[config.mk]
export PLATFORM = sky130hd
export DESIGN_NAME = pipe_control
export DESIGN_NICKNAME = d
export VERILOG_FILES = /design/src/rtl/pipe_control.sv
export SDC_FILE = /design/constraint.sdc
export NUM_CORES = 1
export LEC_CHECK = 0
export CAP_MARGIN = 20
export CORE_MARGIN = 4
export CORE_UTILIZATION = 50
export DETAILED_ROUTE_END_ITERATION = 6
export PLACE_DENSITY_LB_ADDON = 0.3
export SYNTH_ARGS = -nofsm -noshare
export SYNTH_HDL_FRONTEND = slang
export SYNTH_SLANG_ARGS = --single-unit
[constraint.sdc]
create_clock -name clk -period 4.6 [get_ports clk]
set_clock_uncertainty 0.2 [all_clocks]
set_input_delay 0.92 -clock clk [delete_from_list [all_inputs] [get_ports clk]]
set_output_delay 0.92 -clock clk [all_outputs]
set_load 0.01 [all_outputs]
[src/rtl/pipe_control.sv]
// pipe_control: pipelined LEGv8 control. Decodes in ID, carries the bundle through ID/EX, EX/MEM
// and MEM/WB, stalls on hazards and flushes on a taken branch. Forwarding: PIPE_CONTROL_FWD_EN.
module pipe_control #(
  parameter int unsigned REGW = 5,
  parameter int unsigned ZREG = 31
) (
  input  logic            clk,
  input  logic            reset,
  input  logic            id_valid,
  input  logic [10:0]     instruct,
  input  logic [REGW-1:0] id_rn,
  input  logic [REGW-1:0] id_rm,
  input  logic [REGW-1:0] id_rd,
  input  logic            br_taken,
  output logic            stall,
  output logic [2:0]      ex_ALUSrc,
  output logic [1:0]      ex_ALUOp,
  output logic            ex_SetFlags,
  output logic            ex_Branch,
  output logic            ex_UncondB,
  output logic            ex_B,
  output logic [1:0]      ex_fwd_a,
  output logic [1:0]      ex_fwd_b,
  output logic            mem_MemRead,
  output logic            mem_MemWrite,
  output logic            wb_RegWrite,
  output logic            wb_MemtoReg,
  output logic [REGW-1:0] wb_rd,
  output logic            id_illegal
);

  localparam logic [REGW-1:0] ZRegIdx = REGW'(ZREG);

  typedef enum logic [3:0] {
    OpNone, OpB, OpBLt, OpCbz, OpStur, OpLdur, OpAddi, OpShift, OpFlags, OpMul
  } op_e;

  typedef struct packed {
    logic [2:0]      alu_src;
    logic [1:0]      alu_op;
    logic            set_flags;
    logic            branch;
    logic            uncond_b;
    logic            b_lt;
    logic            mem_read;
    logic            mem_write;
    logic            reg_write;
    logic            mem_to_reg;
    logic [REGW-1:0] rd;
  } idex_t;

  typedef struct packed {
    logic            mem_read;
    logic            mem_write;
    logic            reg_write;
    logic            mem_to_reg;
    logic [REGW-1:0] rd;
  } exmem_t;

  typedef struct packed {
    logic            reg_write;
    logic            mem_to_reg;
    logic [REGW-1:0] rd;
  } memwb_t;

  op_e             op_cls;
  idex_t           dec;
  logic            use_rn, use_rm, use_rt;
  logic            src1_v, src2_v;
  logic [REGW-1:0] src1, src2;
  logic            hit_ex, load_use, hazard;

  idex_t  idex_d, idex_q;
  exmem_t exmem_d, exmem_q;
  memwb_t memwb_d, memwb_q;

  // Opcode classification; anything outside these ranges is illegal.
  always_comb begin
    op_cls = OpNone;
    if (instruct >= 11'd160 && instruct <= 11'd191) begin
      op_cls = OpB;
    end else if (instruct >= 11'd672 && instruct <= 11'd679) begin
      op_cls = OpBLt;
    end else if (instruct >= 11'd1440 && instruct <= 11'd1447) begin
      op_cls = OpCbz;
    end else if (instruct == 11'd1984) begin
      op_cls = OpStur;
    end else if (instruct == 11'd1986) begin
      op_cls = OpLdur;
    end else if (instruct == 11'd1160 || instruct == 11'd1161) begin
      op_cls = OpAddi;
    end else if (instruct == 11'd1690 || instruct == 11'd1691) begin
      op_cls = OpShift;
    end else if (instruct == 11'd1368 || instruct == 11'd1880) begin
      op_cls = OpFlags;
    end else if (instruct == 11'd1240) begin
      op_cls = OpMul;
    end
  end

  always_comb begin
    dec    = '0;
    use_rn = 1'b0;
    use_rm = 1'b0;
    use_rt = 1'b0;
    unique case (op_cls)
      OpB: begin
        dec.branch   = 1'b1;
        dec.uncond_b = 1'b1;
        dec.alu_src  = 3'b001;
      end
      OpBLt: begin
        dec.branch = 1'b1;
        dec.b_lt   = 1'b1;
      end
      OpCbz: begin
        dec.branch = 1'b1;
        use_rt     = 1'b1;
      end
      OpStur: begin
        dec.mem_write = 1'b1;
        dec.alu_src   = 3'b100;
        dec.alu_op    = 2'b10;
        use_rn        = 1'b1;
        use_rt        = 1'b1;
      end
      OpLdur: begin
        dec.mem_read   = 1'b1;
        dec.mem_to_reg = 1'b1;
        dec.reg_write  = 1'b1;
        dec.alu_src    = 3'b100;
        dec.alu_op     = 2'b10;
        use_rn         = 1'b1;
      end
      OpAddi: begin
        dec.reg_write = 1'b1;
        dec.alu_src   = 3'b010;
        dec.alu_op    = 2'b10;
        use_rn        = 1'b1;
      end
      OpShift: begin
        dec.reg_write = 1'b1;
        dec.alu_op    = 2'b10;
        use_rn        = 1'b1;
      end
      OpFlags: begin
        dec.reg_write = 1'b1;
        dec.set_flags = 1'b1;
        dec.alu_op    = 2'b10;
        use_rn        = 1'b1;
        use_rm        = 1'b1;
      end
      OpMul: begin
        dec.reg_write = 1'b1;
        dec.alu_op    = 2'b11;
        use_rn        = 1'b1;
        use_rm        = 1'b1;
      end
      default: ;
    endcase
    if (!id_valid) begin
      dec    = '0;
      use_rn = 1'b0;
      use_rm = 1'b0;
      use_rt = 1'b0;
    end
    // XZR is never a real destination; rd is kept only for instructions that write.
    if (id_rd == ZRegIdx) dec.reg_write = 1'b0;
    dec.rd = dec.reg_write ? id_rd : '0;
  end

  assign id_illegal = id_valid && (op_cls == OpNone);

  assign src1   = id_rn;
  assign src2   = use_rm ? id_rm : id_rd;
  assign src1_v = use_rn && (src1 != ZRegIdx);
  assign src2_v = (use_rm || use_rt) && (src2 != ZRegIdx);

  assign hit_ex   = idex_q.reg_write &&
                    ((src1_v && (src1 == idex_q.rd)) || (src2_v && (src2 == idex_q.rd)));
  assign load_use = idex_q.mem_read && hit_ex;

`ifdef PIPE_CONTROL_FWD_EN
  assign hazard = load_use;
`else
  logic hit_mem;
  assign hit_mem = exmem_q.reg_write &&
                   ((src1_v && (src1 == exmem_q.rd)) || (src2_v && (src2 == exmem_q.rd)));
  assign hazard  = load_use || hit_ex || hit_mem;
`endif

  // A taken branch discards everything younger, so it also cancels any pending stall.
  assign stall = hazard && !br_taken;

  always_comb begin
    idex_d = (br_taken || stall) ? '0 : dec;

    exmem_d = '0;
    if (!br_taken) begin
      exmem_d.mem_read   = idex_q.mem_read;
      exmem_d.mem_write  = idex_q.mem_write;
      exmem_d.reg_write  = idex_q.reg_write;
      exmem_d.mem_to_reg = idex_q.mem_to_reg;
      exmem_d.rd         = idex_q.rd;
    end

    memwb_d.reg_write  = exmem_q.reg_write;
    memwb_d.mem_to_reg = exmem_q.mem_to_reg;
    memwb_d.rd         = exmem_q.rd;
  end

  always_ff @(posedge clk or posedge reset) begin
    if (reset) begin
      idex_q  <= '0;
      exmem_q <= '0;
      memwb_q <= '0;
    end else begin
      idex_q  <= idex_d;
      exmem_q <= exmem_d;
      memwb_q <= memwb_d;
    end
  end

`ifdef PIPE_CONTROL_FWD_EN
  logic            src1_v_q, src2_v_q;
  logic [REGW-1:0] src1_q, src2_q;

  always_ff @(posedge clk or posedge reset) begin
    if (reset) begin
      src1_v_q <= 1'b0;
      src2_v_q <= 1'b0;
      src1_q   <= '0;
      src2_q   <= '0;
    end else if (br_taken || stall) begin
      src1_v_q <= 1'b0;
      src2_v_q <= 1'b0;
      src1_q   <= '0;
      src2_q   <= '0;
    end else begin
      src1_v_q <= src1_v;
      src2_v_q <= src2_v;
      src1_q   <= src1;
      src2_q   <= src2;
    end
  end

  // EX/MEM holds the younger result, so it wins when both stages match.
  always_comb begin
    ex_fwd_a = 2'b00;
    ex_fwd_b = 2'b00;
    if (src1_v_q && exmem_q.reg_write && (exmem_q.rd == src1_q)) begin
      ex_fwd_a = 2'b10;
    end else if (src1_v_q && memwb_q.reg_write && (memwb_q.rd == src1_q)) begin
      ex_fwd_a = 2'b01;
    end
    if (src2_v_q && exmem_q.reg_write && (exmem_q.rd == src2_q)) begin
      ex_fwd_b = 2'b10;
    end else if (src2_v_q && memwb_q.reg_write && (memwb_q.rd == src2_q)) begin
      ex_fwd_b = 2'b01;
    end
  end
`else
  assign ex_fwd_a = 2'b00;
  assign ex_fwd_b = 2'b00;
`endif

  assign ex_ALUSrc    = idex_q.alu_src;
  assign ex_ALUOp     = idex_q.alu_op;
  assign ex_SetFlags  = idex_q.set_flags;
  assign ex_Branch    = idex_q.branch;
  assign ex_UncondB   = idex_q.uncond_b;
  assign ex_B         = idex_q.b_lt;
  assign mem_MemRead  = exmem_q.mem_read;
  assign mem_MemWrite = exmem_q.mem_write;
  assign wb_RegWrite  = memwb_q.reg_write;
  assign wb_MemtoReg  = memwb_q.mem_to_reg;
  assign wb_rd        = memwb_q.rd;

endmodule

## Yosys cells after proc, flatten, opt, wreduce, memory -nomap -nowiden

Cells that the tools add are included.

- Bits in registers: 34
- Bits of input ports: 30
- Output and inout port bits: 24
- Logic and storage cells: 112

- $lt $le $gt $ge: 6
- Equality and inequality tests: 25
- Multiplexer cells: 30
- Reduce and logical (&&, ||, !) cells: 32

Operator list:

| operator | number |
|---|---|
| $eq A11 B11 Y1 const B | 9 |
| $mux W18 | 2 |
| $mux W4 | 9 |
| $eq A5 B5 Y1 | 4 |
| $eq A4 B3 Y1 const B | 4 |
| $logic_and A1 B1 Y1 | 14 |
| $mux W1 | 14 |
| $ge A11 B10 Y1 const B | 1 |
| $ge A11 B11 Y1 const B | 1 |
| $ge A11 B8 Y1 const B | 1 |
| $le A11 B10 Y1 const B | 1 |
| $le A11 B11 Y1 const B | 1 |
| $le A11 B8 Y1 const B | 1 |
| $mux W5 | 2 |
| $ne A5 B5 Y1 const B | 2 |
| $reduce_or A5 Y1 | 2 |
| $logic_or A1 B1 Y1 | 9 |
| $mux W9 | 1 |
| $pmux W3 S3 | 1 |
| $eq A4 B2 Y1 const B | 2 |
| $eq A4 B4 Y1 const B | 2 |
| $reduce_or A2 Y1 | 3 |
| $reduce_or A6 Y1 | 1 |
| $eq A5 B5 Y1 const B | 1 |
| 5 further kinds | 5 |

## Longest topological paths before layout

- Depth in word-level cells: 26
- Gate-level depth with buffers: 9
- Depth with buffers taken out: 6

## Worst setup path after synthesis

No wires, ideal clock.

- Path kind: input to output
- Start point: in instruct[5]
- End point: out stall
- Arrival: 2.523 ns
- Required time: 3.480 ns
- Path slack: 0.957 ns
- Stages: 5
- Path buffers: 0
- Cells stage by stage: or4b_4 -> or3_2 -> a31oi_1 -> nand3_1 -> a31oi_1

- Cells in the longest elaborated chain, start to end: 24
- Elaborated cells on any way between the ends: 65
- Those cells by class: order compare: 6; eq/ne: 19; mux: 16; reduce/logical: 24

Ends and longest elaborated chain:

| item | line | RTL |
|---|---|---|
| from (decl) | 10 | `input logic [10:0] instruct,` |
| $eq A11 B11 Y1, on equally long branches | 96, 94 |  |
| $mux W4 / $logic_or A1 B1 Y1 (equally long branches) | 96, 94 |  |
| $mux W4 | 94 | `end else if (instruct == 11'd1368 \|\| instruct == 11'd1880) begin` |
| $mux W4 | 92 | `end else if (instruct == 11'd1690 \|\| instruct == 11'd1691) begin` |
| $mux W4 | 90 | `end else if (instruct == 11'd1160 \|\| instruct == 11'd1161) begin` |
| $mux W4 | 88 | `end else if (instruct == 11'd1986) begin` |
| $mux W4 | 86 | `end else if (instruct == 11'd1984) begin` |
| $mux W4 | 84 | `end else if (instruct >= 11'd1440 && instruct <= 11'd1447) begin` |
| [8 not listed] | n/a |  |
| $logic_and A1 B1 Y1 | 177 | `assign src2_v = (use_rm \|\| use_rt) && (src2 != ZRegIdx);` |
| $logic_and A1 B1 Y1 | 180 | `((src1_v && (src1 == idex_q.rd)) \|\| (src2_v && (src2 == idex_q.rd)));` |
| $logic_or A1 B1 Y1 | 180 |  |
| $logic_and A1 B1 Y1 | 179 | `assign hit_ex = idex_q.reg_write &&` |
| $logic_and A1 B1 Y1 | 181 | `assign load_use = idex_q.mem_read && hit_ex;` |
| $logic_or A1 B1 Y1 | 189 | `assign hazard = load_use \|\| hit_ex \|\| hit_mem;` |
| $logic_or A1 B1 Y1 * | 189 |  |
| $logic_and A1 B1 Y1 * | 193 | `assign stall = hazard && !br_taken;` |
| to (decl) | 15 | `output logic stall,` |

Mark *: on every way between the ends. The rest lies on a longest branch, timed or not.

## Final worst setup path

- Start point: in instruct[1]
- End point: out id_illegal

- Cells in the longest elaborated chain, start to end: 12
- Elaborated cells on any way between the ends: 32
- Those cells by class: order compare: 6; eq/ne: 9; mux: 9; reduce/logical: 8

Ends and longest elaborated chain:

| item | line | RTL |
|---|---|---|
| $eq A11 B11 Y1, on equally long branches | 96, 94 |  |
| $mux W4 / $logic_or A1 B1 Y1 (equally long branches) | 96, 94 |  |
| $mux W4 | 94 |  |
| $mux W4 | 92 |  |
| $mux W4 | 90 |  |
| $mux W4 | 88 |  |
| $mux W4 | 86 |  |
| $mux W4 | 84 |  |
| $mux W4 | 82 | `end else if (instruct >= 11'd672 && instruct <= 11'd679) begin` |
| $mux W4 * | 80 | `if (instruct >= 11'd160 && instruct <= 11'd191) begin` |
| $logic_not A4 Y1 * | 172 | `assign id_illegal = id_valid && (op_cls == OpNone);` |
| $logic_and A1 B1 Y1 * | 172 |  |
| to (decl) | 29 | `output logic id_illegal` |

Marks and branches as above.

==> metrics.yaml <==
cts.sinks: 31
clkTransAtPathRegs_ps: 60
synth_compound_area_share_pct: 10.7
fillers: 304
cp_top_family: "buffers and inverters"
firstDrtPassIters: 4
die-area_um2: 4960
place_ws_ps: -96.0
final_cell_mix: "48 x clkdlybuf4s50_1, 31 x dfrtp_1, 15 x nor2_1, 13 x xor2_1, 13 x xnor2_1"
antenna_found_initial: 0
rows: 22
power_uw: 630
powerDensity_nw_per_um2: 240
clockBufferDepth: 2
end_kind: "primary output"
cts_made_buffers: 5
final.min_clock_period_ps: 4410
min_path_type: "reg -> reg"
fp.coreArea_um2: 3720
h-tree-depth: 2
first_global_vias: 1688
synth_fa_ha_area_share_pct: 0
cts_root_buf: "clkbuf_8"
portBuffers: 49
io_pins: 54
drc: 0
regArea_um2: 776
grtUsageTotal_pct: 19.6
routed_wl_um: 4620
grt_pass1_wl_um: 7720
min_period_over_period_pct: 95.9
setup_viol: 0
antennaDiodeCount: 0
clock_latency_ps: 280
cp_common_cell: "clkdlybuf4s50_1"
grt-ovfl-total: 0
synthCells: 201
antenna_left: 0
fin_ws_ps: 188
place_hpwl_um: 3740
drt-vias-per-instance: 5.58
muxShareOfSynthArea_pct: 0.514
synth_seq_cells: 31
initial_core_util_pct: 52.4
fmax_mhz: 227
crit_required_ps: 3480
area_growth_pct: 34.8
critPathMaxFanout: 6
synth_top_family_by_area: "simple AND/OR/NAND/NOR gates"
p_int_uw: 494
switching_share_pct: 21.7
irDropWorstVdd_v: 0.000149
final_net_count: 286
syn_area_um2: 1950
critical_path_class: "in -> out"
clkPwrFrac_pct: 42.9
synthDistinctLibCells: 57
synth_xor_area_share_pct: 11.7
die_width_um: 70.4
seqPwrFrac_pct: 43.3
crit_path_start_kind: "input port"
cts_tree: "yes"
async_reset_ff_share_pct: 100
via_count: 1701
avgSynthCellArea_um2: 9.69
routabilityCongestion: 0.958
status: "completed"
finalHoldViolCount: 0
crit_chain: "clkdlybuf4s50_1, buf_4, and3_1, o2111ai_1, o31ai_1, and4b_1, and2_1, clkdlybuf4s50_1"
cp.arrival_ps: 3290
slowest_delay_ps: 530
synth_flop_cell: "dfrtp_1"
ys_seq_area_share_pct: 39.8
fin_util_pct: 70.6
multi_input_area_um2: 1030
rsz0062_at_grt: "no"
synth_warnings: 0
first_iter_violations: 106
pwr-share-comb_pct: 13.7
grt_max_degree: 23
final_common_cell: "clkdlybuf4s50_1"
maxCapViolations: 0
fp.dieH_um: 70.4
total_leakage_power_uw: 0.00114
cpMaxStageDelayCell: "clkdlybuf4s50_1"
synth-edff-count: 0
switchingPower_uw: 137
critPathBufInv: 3
drive_gt1_share_pct: 11.7
slew_violations: 0
synth-simple-area-share_pct: 29.5
routedWlPerCell_um: 15.1
[power groups by stage]
stage | Combinational [uW] | Clock [uW] | Sequential (uW)
floorplan | 37.1 | 0 | 278
global placement | 82.4 | 0 | 278
detailed placement | 86.4 | 0 | 278
CTS | 86.9 | 276 | 273
global route | 94.6 | 290 | 273
finish | 86.6 | 271 | 273
[layout make-up]
| class | instances | share of cell area, % |
|---|---|---|
| repair buffers | 61 | 22.8 |
| well taps | 48 | 2.29 |
| inverters | 10 | 1.43 |
| clock inverters | 2 | 1.33 |
| multi-input cells | 147 | 39.4 |
| flip-flops and latches | 31 | 29.6 |
| clock buffers | 6 | 3.15 |
[logic make-up (layout without fill, tap and decap cells)]
logic type	count (synthesis)	in the layout
mux	1	1
xor+xnor	26	26
buf+inv	26	79
other cells	1	4
simple gates	87	87
flops	31	31
compound gates	29	29
[Yosys cell counts, types with 4 or more instances]
| cell type | n | share of area (%) |
|---|---|---|
| dfrtp_1 | 31 | 40 |
| nand2_1 | 10 | 1.9 |
| nand3_1 | 8 | 2.1 |
| buf_4 | 9 | 3.5 |
| nor3_1 | 8 | 2.1 |
| a21oi_1 | 7 | 1.8 |
| o21ai_0 | 4 | 1.0 |
| xnor2_1 | 13 | 5.8 |
| nor2b_1 | 7 | 2.2 |
| nor2_1 | 15 | 2.9 |
| nand4_1 | 8 | 2.6 |
| inv_1 | 10 | 1.9 |
| xor2_1 | 13 | 5.8 |
[through the flow]
| step | instances | setup TNS [ps] | hold slack (ps) | area (um^2) |
|---|---|---|---|---|
| floorplan | 204 | 0 | 189 | 1960 |
| global placement | 296 | -23.9 | 160 | 2480 |
| detailed placement | 297 | -96.0 | 175 | 2510 |
| CTS | 305 | 0 | 189 | 2630 |
| global route | 305 | 0 | 224 | 2630 |
| finish | 305 | 0 | 182 | 2630 |
[worst paths after layout]
check	to	startpoint	slack [ps]	depth (start not counted)
max in group asynchronous	idex_q[6]$_DFF_PP0_	reset	3010	3
worst max register to register	ex_ALUOp[0]$_DFF_PP0_	idex_q[2]$_DFF_PP0_	2410	6
worst max-delay path	id_illegal	instruct[1]	190	8
min in group asynchronous	mem_MemRead$_DFF_PP0_	reset	740	2
worst min register to register	wb_MemtoReg$_DFF_PP0_	mem_MemRead$_DFF_PP0_	180	0
worst min-delay path	wb_MemtoReg$_DFF_PP0_	mem_MemRead$_DFF_PP0_	180	0
[per-layer routing]
metal	wire length [um]	vias to the layer above	track usage (%)
li1	-	823	-
met1	2060	798	24.8
met2	2170	70	31.5
met3	299	10	4.89
met4	93	0	8.09
met5	0	-	0
[registers in the layout, summed over array words and instances (netlist names)]
signal        cells
ex_ALUOp          2
ex_ALUSrc         3
ex_B              1
ex_Branch         1
ex_SetFlags       1
exmem_q           6
idex_q            8
mem_MemRead       1
mem_MemWrite      1
wb_MemtoReg       1
wb_RegWrite       1
wb_rd             5
[what timing repair did]
item / 4_1_cts / 5_1_grt
hold buffers: 0 / 0
setup endpoints to repair: 1 / 0
resized for setup: 1 / 0
setup buffers: 0 / 0
(Power assumes the default switching activity.)
